### config.mk
export PLATFORM = sky130hd
export DESIGN_NAME = multi_drive_resolver_flat
export DESIGN_NICKNAME = d
export VERILOG_FILES = /design/src/rtl/multi_drive_resolver_if.sv /design/src/rtl/multi_drive_resolver.sv /design/src/flat_wrapper.sv
export SDC_FILE = /design/constraint.sdc
export NUM_CORES = 1
export LEC_CHECK = 0
export CAP_MARGIN = 10
export CORE_ASPECT_RATIO = 1.1
export CORE_MARGIN = 2
export CORE_UTILIZATION = 44
export DETAILED_ROUTE_END_ITERATION = 8
export GPL_ROUTABILITY_DRIVEN = 0
export PLACE_DENSITY = 0.91
export SLEW_MARGIN = 25
export SYNTH_ARGS = -nofsm -noshare
export SYNTH_HDL_FRONTEND = slang
export SYNTH_SLANG_ARGS = --single-unit
### constraint.sdc
create_clock -name clk -period 2.65 [get_ports clk]
set_clock_uncertainty 0.15 [all_clocks]
set_input_delay 0.53 -clock clk [delete_from_list [all_inputs] [get_ports clk]]
set_output_delay 0.53 -clock clk [all_outputs]
set_load 0.01 [all_outputs]
### src/rtl/multi_drive_resolver_if.sv
// rtl/multi_drive_resolver_if.sv - driver-sample and resolved-net bundle for multi_drive_resolver
//
// Groups the beat-level signals of the resolver.
//   in_valid     : driver sample beat
//   drv_code     : N_DRV x WIDTH 2-bit codes, driver d bit i at [(d*WIDTH+i)*2 +: 2]
//   clr_cnt      : synchronous clear of conflict_cnt
//   out_valid    : resolved beat, one cycle after in_valid
//   out_code     : resolved 4-state net, WIDTH 2-bit codes (00=0 01=1 10=Z 11=X)
//   conflict     : per-bit 0/1 contention of the last beat
//   conflict_cnt : saturating count of beats with any contention
// master = the source of driver samples, slave = the resolver.
interface multi_drive_resolver_if #(
    parameter int N_DRV = 4,
    parameter int WIDTH = 8
);
    logic                       in_valid;
    logic [N_DRV*WIDTH*2-1:0]   drv_code;
    logic                       clr_cnt;
    logic                       out_valid;
    logic [WIDTH*2-1:0]         out_code;
    logic [WIDTH-1:0]           conflict;
    logic [15:0]                conflict_cnt;

    modport master (
        output in_valid, drv_code, clr_cnt,
        input  out_valid, out_code, conflict, conflict_cnt
    );

    modport slave (
        input  in_valid, drv_code, clr_cnt,
        output out_valid, out_code, conflict, conflict_cnt
    );
endinterface

### src/rtl/multi_drive_resolver.sv
// rtl/multi_drive_resolver.sv - resolves N 4-state drivers per bit into one net with Verilog net semantics
//
// Ports:
//   clk : rising-edge clock
//   rst : asynchronous active-high reset
//   bus : multi_drive_resolver_if.slave (in_valid, drv_code, clr_cnt in;
//         out_valid, out_code, conflict, conflict_cnt out)
// MODE selects the net type: 0=wire 1=wor 2=wand 3=tri0 4=tri1 5=trireg.
// In trireg mode each bit holds its last driven value for DECAY undriven
// beats and then turns X; DECAY=0 keeps the charge forever.
module multi_drive_resolver #(
    parameter int N_DRV = 4,
    parameter int WIDTH = 8,
    parameter int MODE  = 1,
    parameter int DECAY = 16
) (
    input  logic                  clk,
    input  logic                  rst,
    multi_drive_resolver_if.slave bus
);
    localparam logic [1:0] V0 = 2'b00;
    localparam logic [1:0] V1 = 2'b01;
    localparam logic [1:0] VZ = 2'b10;
    localparam logic [1:0] VX = 2'b11;

    // Value of a bit that nobody drives; trireg starts discharged (X).
    localparam logic [1:0] UNDRV = (MODE == 3) ? V0 :
                                   (MODE == 4) ? V1 :
                                   (MODE == 5) ? VX : VZ;

    // Age must be able to hold DECAY+1, the saturation point.
    localparam int              AGE_W   = $clog2(DECAY + 2);
    localparam logic [AGE_W-1:0] AGE_MAX = AGE_W'(DECAY + 1);
    localparam logic [AGE_W-1:0] DECAY_V = AGE_W'(DECAY);

    if (N_DRV < 2 || N_DRV > 8 || WIDTH < 1 || WIDTH > 64 ||
        MODE < 0 || MODE > 5 || DECAY < 0) begin : g_bad_param
        $error("multi_drive_resolver: illegal N_DRV/WIDTH/MODE/DECAY");
    end

    logic                   out_valid_q;
    logic [WIDTH*2-1:0]     out_code_q;
    logic [WIDTH-1:0]       conflict_q;
    logic [15:0]            cnt_q;
    logic [WIDTH*2-1:0]     charge_q;
    logic [WIDTH*AGE_W-1:0] age_q;

    logic [WIDTH*2-1:0]     res_n;
    logic [WIDTH-1:0]       conf_n;
    logic [WIDTH*2-1:0]     charge_n;
    logic [WIDTH*AGE_W-1:0] age_n;
    logic                   has0, has1, hasx, driven;
    logic [1:0]             dval, bitres;
    logic [AGE_W-1:0]       age_cur, age_inc;

    always_comb begin
        res_n    = out_code_q;
        conf_n   = '0;
        charge_n = charge_q;
        age_n    = age_q;
        has0     = 1'b0;
        has1     = 1'b0;
        hasx     = 1'b0;
        driven   = 1'b0;
        dval     = VX;
        bitres   = VX;
        age_cur  = '0;
        age_inc  = '0;
        for (int i = 0; i < WIDTH; i++) begin
            has0 = 1'b0;
            has1 = 1'b0;
            hasx = 1'b0;
            for (int d = 0; d < N_DRV; d++) begin
                case (bus.drv_code[(d*WIDTH+i)*2 +: 2])
                    V0:      has0 = 1'b1;
                    V1:      has1 = 1'b1;
                    VX:      hasx = 1'b1;
                    default: ;
                endcase
            end
            driven    = has0 | has1 | hasx;
            conf_n[i] = has0 & has1;

            // Resolution of the non-Z drivers; only used when driven.
            case (MODE)
                1:       dval = has1 ? V1 : (hasx ? VX : V0);
                2:       dval = has0 ? V0 : (hasx ? VX : V1);
                default: dval = (hasx || (has0 && has1)) ? VX : (has1 ? V1 : V0);
            endcase

            age_cur = age_q[i*AGE_W +: AGE_W];
            age_inc = (age_cur == AGE_MAX) ? AGE_MAX : age_cur + AGE_W'(1);

            if (driven) begin
                bitres = dval;
            end else if (MODE == 5) begin
                if (DECAY != 0 && age_inc > DECAY_V) bitres = VX;
                else                                 bitres = charge_q[i*2 +: 2];
            end else begin
                bitres = UNDRV;
            end

            res_n[i*2 +: 2]          = bitres;
            // A decayed charge becomes X, which is exactly bitres.
            charge_n[i*2 +: 2]       = bitres;
            age_n[i*AGE_W +: AGE_W]  = driven ? '0 : age_inc;
        end
    end

    always_ff @(posedge clk or posedge rst) begin
        if (rst) begin
            out_valid_q <= 1'b0;
            out_code_q  <= {WIDTH{UNDRV}};
            conflict_q  <= '0;
            cnt_q       <= '0;
            charge_q    <= {WIDTH{VX}};
            age_q       <= '0;
        end else begin
            out_valid_q <= bus.in_valid;
            // Charge and age only move on beats so idle cycles never decay.
            if (bus.in_valid) begin
                out_code_q <= res_n;
                conflict_q <= conf_n;
                charge_q   <= charge_n;
                age_q      <= age_n;
            end
            if (bus.clr_cnt)
                cnt_q <= '0;
            else if (bus.in_valid && (|conf_n) && cnt_q != 16'hFFFF)
                cnt_q <= cnt_q + 16'd1;
        end
    end

    assign bus.out_valid    = out_valid_q;
    assign bus.out_code     = out_code_q;
    assign bus.conflict     = conflict_q;
    assign bus.conflict_cnt = cnt_q;
endmodule

### src/flat_wrapper.sv
// flat-port wrapper written by rule: the top's interface ports become plain ports
module multi_drive_resolver_flat 
#(
    parameter int N_DRV = 4,
    parameter int WIDTH = 8,
    parameter int MODE  = 1,
    parameter int DECAY = 16
)
  (clk, rst, bus_in_valid, bus_drv_code, bus_clr_cnt, bus_out_valid, bus_out_code, bus_conflict, bus_conflict_cnt);
  multi_drive_resolver_if #(.N_DRV(N_DRV), .WIDTH(WIDTH)) bus_i ();
  input  logic clk;
  input  logic rst;
  input wire logic [$bits(bus_i.in_valid)-1:0] bus_in_valid;
  input wire logic [$bits(bus_i.drv_code)-1:0] bus_drv_code;
  input wire logic [$bits(bus_i.clr_cnt)-1:0] bus_clr_cnt;
  output wire logic [$bits(bus_i.out_valid)-1:0] bus_out_valid;
  output wire logic [$bits(bus_i.out_code)-1:0] bus_out_code;
  output wire logic [$bits(bus_i.conflict)-1:0] bus_conflict;
  output wire logic [$bits(bus_i.conflict_cnt)-1:0] bus_conflict_cnt;
  assign bus_i.in_valid = bus_in_valid;
  assign bus_i.drv_code = bus_drv_code;
  assign bus_i.clr_cnt = bus_clr_cnt;
  assign bus_out_valid = bus_i.out_valid;
  assign bus_out_code = bus_i.out_code;
  assign bus_conflict = bus_i.conflict;
  assign bus_conflict_cnt = bus_i.conflict_cnt;
  multi_drive_resolver #(.N_DRV(N_DRV), .WIDTH(WIDTH), .MODE(MODE), .DECAY(DECAY)) u_core (.clk(clk), .rst(rst), .bus(bus_i));
endmodule
==> flow_metrics.py <==
metrics = {
    "detailed_routing": {
        "detail_route.iter0.violations": 255,
        "wl_per_cell_um": 15.9,
        "drc": 0,
        "top_layer": "met4",
        "met2_length_um": 4750,
        "drtAntennaViolNets": 0,
        "first_pass_iters": 7,
        "drt-met1-wl_um": 3260,
        "via_per_inst": 5.61,
        "wl_met3_um": 415,
        "drt-total-wl_um": 8700,
        "num_vias": 3069,
    },
    "critical_path": {
        "crit_buf_inv": 2,
        "worst_path_dominant_cell_family": "compound AO/OA/AOI/OAI gates",
        "end_kind": "flop",
        "cp.required_ns": 2.73,
        "critPathArrivalTime_ns": 2.72,
        "slowest_delay_ns": 0.46,
        "cp-start-kind": "primary input",
        "crit_fanout": 4,
        "path_cells": "clkdlybuf4s50_1 -> nor2b_2 -> o31ai_2 -> o211ai_1 -> nor4_4 -> a21oi_2 -> buf_4 -> a31o_1 -> a21oi_2",
        "cp_common_cell": "a21oi_2",
        "worst_path_max_delay_cell": "clkdlybuf4s50_1",
        "path_class": "in2reg",
    },
    "synth": {
        "synthTopCellsByCount": "55 x nor2_1, 33 x dfrtp_1, 29 x nor2b_1, 24 x o21ai_0, 15 x nand3_1",
        "synth.distinct_cells": 41,
        "seq_area_frac_synth_pct": 37.2,
        "synth_edf_count": 0,
        "syn_nets": 381,
        "syn_avg_cell_area_um2": 8.93,
        "synth-seq-cells": 41,
        "synth.top_cell.area_share_pct": 29.6,
        "synthCells": 312,
        "syn_area_mm2": 0.00279,
        "ys_async_sr_fraction_pct": 100,
        "yosysMostFrequentCell": "nor2_1",
        "yosysWarnings": 0,
        "ys.flop_type": "dfrtp_1",
        "synth.area.top_cells": "dfrtp_1 30%, dfstp_2 7.5%, nor2_1 7.4%",
        "synth_area_leader_cell": "dfrtp_1",
    },
    "layout": {
        "utilization_pct": 73.8,
        "syn_to_final_growth_pct": 63.1,
        "fin_nets": 535,
        "antenna_cells": 0,
        "multi_input_area_mm2": 0.00181,
        "final-seq-area_mm2": 0.00104,
        "drive_gt1_share_pct": 26.1,
        "fill_cells": 442,
    },
    "placed_design": {
        "port_buffers": 108,
        "dp_hpwl_um": 6530,
    },
    "power_and_ir_drop": {
        "vdd_drop_max_mv": 0.300,
        "power_density_mw_per_mm2": 369,
        "leakagePower_uw": 0.00182,
        "swShare_pct": 29.9,
        "p_total_uw": 1680,
        "seqPwrFrac_pct": 42.0,
        "p_comb_share_pct": 34.2,
        "switchingPower_uw": 502,
        "power.share.clock_pct": 23.8,
        "p_int_uw": 1180,
    },
    "sta": {
        "fmax_ghz": 0.379,
        "slew_violations": 0,
        "slew-limit-headroom_pct": 50.5,
        "finalCriticalPeriod_ns": 2.64,
        "final.period_utilization_pct": 99.6,
        "finalSetupViolCount": 0,
        "final_hold_viol_count": 0,
        "worst_pin_slew_ns": 0.739,
    },
    "floorplanning": {
        "rows": 30,
        "dieArea_mm2": 0.00699,
        "core_mm2": 0.00616,
        "die_x_um": 79.9,
        "die_h_um": 87.5,
        "start_util_pct": 45.3,
        "ios": 109,
    },
    "min_path": {
        "hp-class": "reg2reg",
    },
    "run": {
        "cap_violations": 0,
    },
    "grt": {
        "grt_remaining_overflow": 0,
        "grt_pass1_vias": 3125,
        "grt_pass1_wl_um": 13200,
        "grt_usage_pct": 23.5,
        "antenna_found_initial": 0,
        "grt_start_max_net_pins": 42,
    },
    "clocking": {
        "clock_sinks": 41,
        "numCtsBuffers": 5,
        "htree_levels": 2,
        "clk-insertion-delay-late_ns": 0.29,
        "cts_max_path_buffers": 2,
        "cts-root-buf": "clkbuf_8",
        "cts_tree": "built",
        "path_clk_slew_ns": 0.08,
    },
    "status": {
        "status": "finished, final reports clean",
    },
}
[state kept, by name, summed over array words and instances, names as in the netlist]
| register | count |
|---|---|
| u_core.bus.conflict_cnt | 16 |
| u_core.bus.out_valid | 1 |
| u_core.bus.conflict | 8 |
| u_core.bus.out_code | 16 |
[stage by stage]
step	cell area [um2]	cells	setup WS, ns	setup TNS, ns	hold WS (ns)
floorplan	2790	312	0.362	0	0.324
global placement	4260	535	-0.203	-2.54	0.308
detailed placement	4260	535	-0.305	-3.70	0.312
CTS	4350	543	0.0217	0	0.328
global route	4550	547	-0.0502	-0.160	0.337
finish	4550	547	0.00984	0	0.325
[power by group through the flow]
stage	logic, uW	registers (uW)	clock network, uW
2_1_floorplan	200	734	0
3_3_place_gp	521	713	0
3_5_place_dp	540	716	0
4_1_cts	542	704	402
5_1_grt	614	710	424
6_report	574	704	399
[kinds of logic (layout without fill, tap and decap cells)]
group	after synthesis	in the layout	synth area share, %
and+or+nand+nor	151	151	30.6
AOI/OAI and AO/OA	80	81	21.5
DFF	41	41	37.2
buffers and inverters	21	175	3.37
muxes	15	15	6.01
xor gates and xnor gates	3	3	0.943
adders and majority gates	1	1	0.449
[path summary, 6_finish.rpt]
kind	cells past startpoint	slack [ns]	startpoint	to
hold / removal	2	0.32	u_core.bus.out_code[11]	u_core.bus.out_code[11]
min in group asynchronous	2	0.44	rst	u_core.bus.conflict_cnt[1]
setup reg to reg	8	0.23	u_core.bus.conflict_cnt[6]	u_core.bus.conflict_cnt[12]
hold reg to reg	2	0.32	u_core.bus.out_code[11]	u_core.bus.out_code[11]
max in group asynchronous	3	1.34	rst	u_core.bus.out_code[15]
setup / recovery	9	0.01	bus_drv_code[46]	u_core.bus.conflict_cnt[12]
[final cells by class]
| cell class | count | area share [%] |
|---|---|---|
| Clock inverter | 2 | 0.220 |
| Clock buffer | 6 | 1.60 |
| Timing Repair Buffer | 155 | 32.3 |
| Inverter | 12 | 0.991 |
| Sequential cell | 41 | 22.8 |
| Tap cell | 80 | 2.20 |
| Multi-Input combinational cell | 251 | 39.9 |
[worst min-delay path: stages, from the launching register on]
cell and delay (ns):
dfstp_2 0.37, inv_1 0.04, o21ai_0 0.06
[repair_timing]
| action | 4_1_cts | 5_1_grt |
|---|---|---|
| hold buffers | 0 | 0 |
| setup buffers | 0 | 4 |
| resized for setup | 0 | 37 |
| endpoints found under the setup margin | 0 | 15 |
[placed cells by master (no fill, tap or decap), drive strengths merged, types with 14 or more instances in the layout]
cell type	count
clkdlybuf4s50	101
nor2	55
buf	47
nor2b	39
dfrtp	33
o21ai	25
a21oi	16
nand3	15
mux2	14
[metal layers]
metal / vias to the layer above / track usage, %
li1: 1451 / -
met1: 1464 / 24.0
met2: 122 / 46.7
met3: 32 / 3.63
met4: 0 / 9.40
met5: - / 0
No activity file was read; power rests on OpenSTA's default activity.
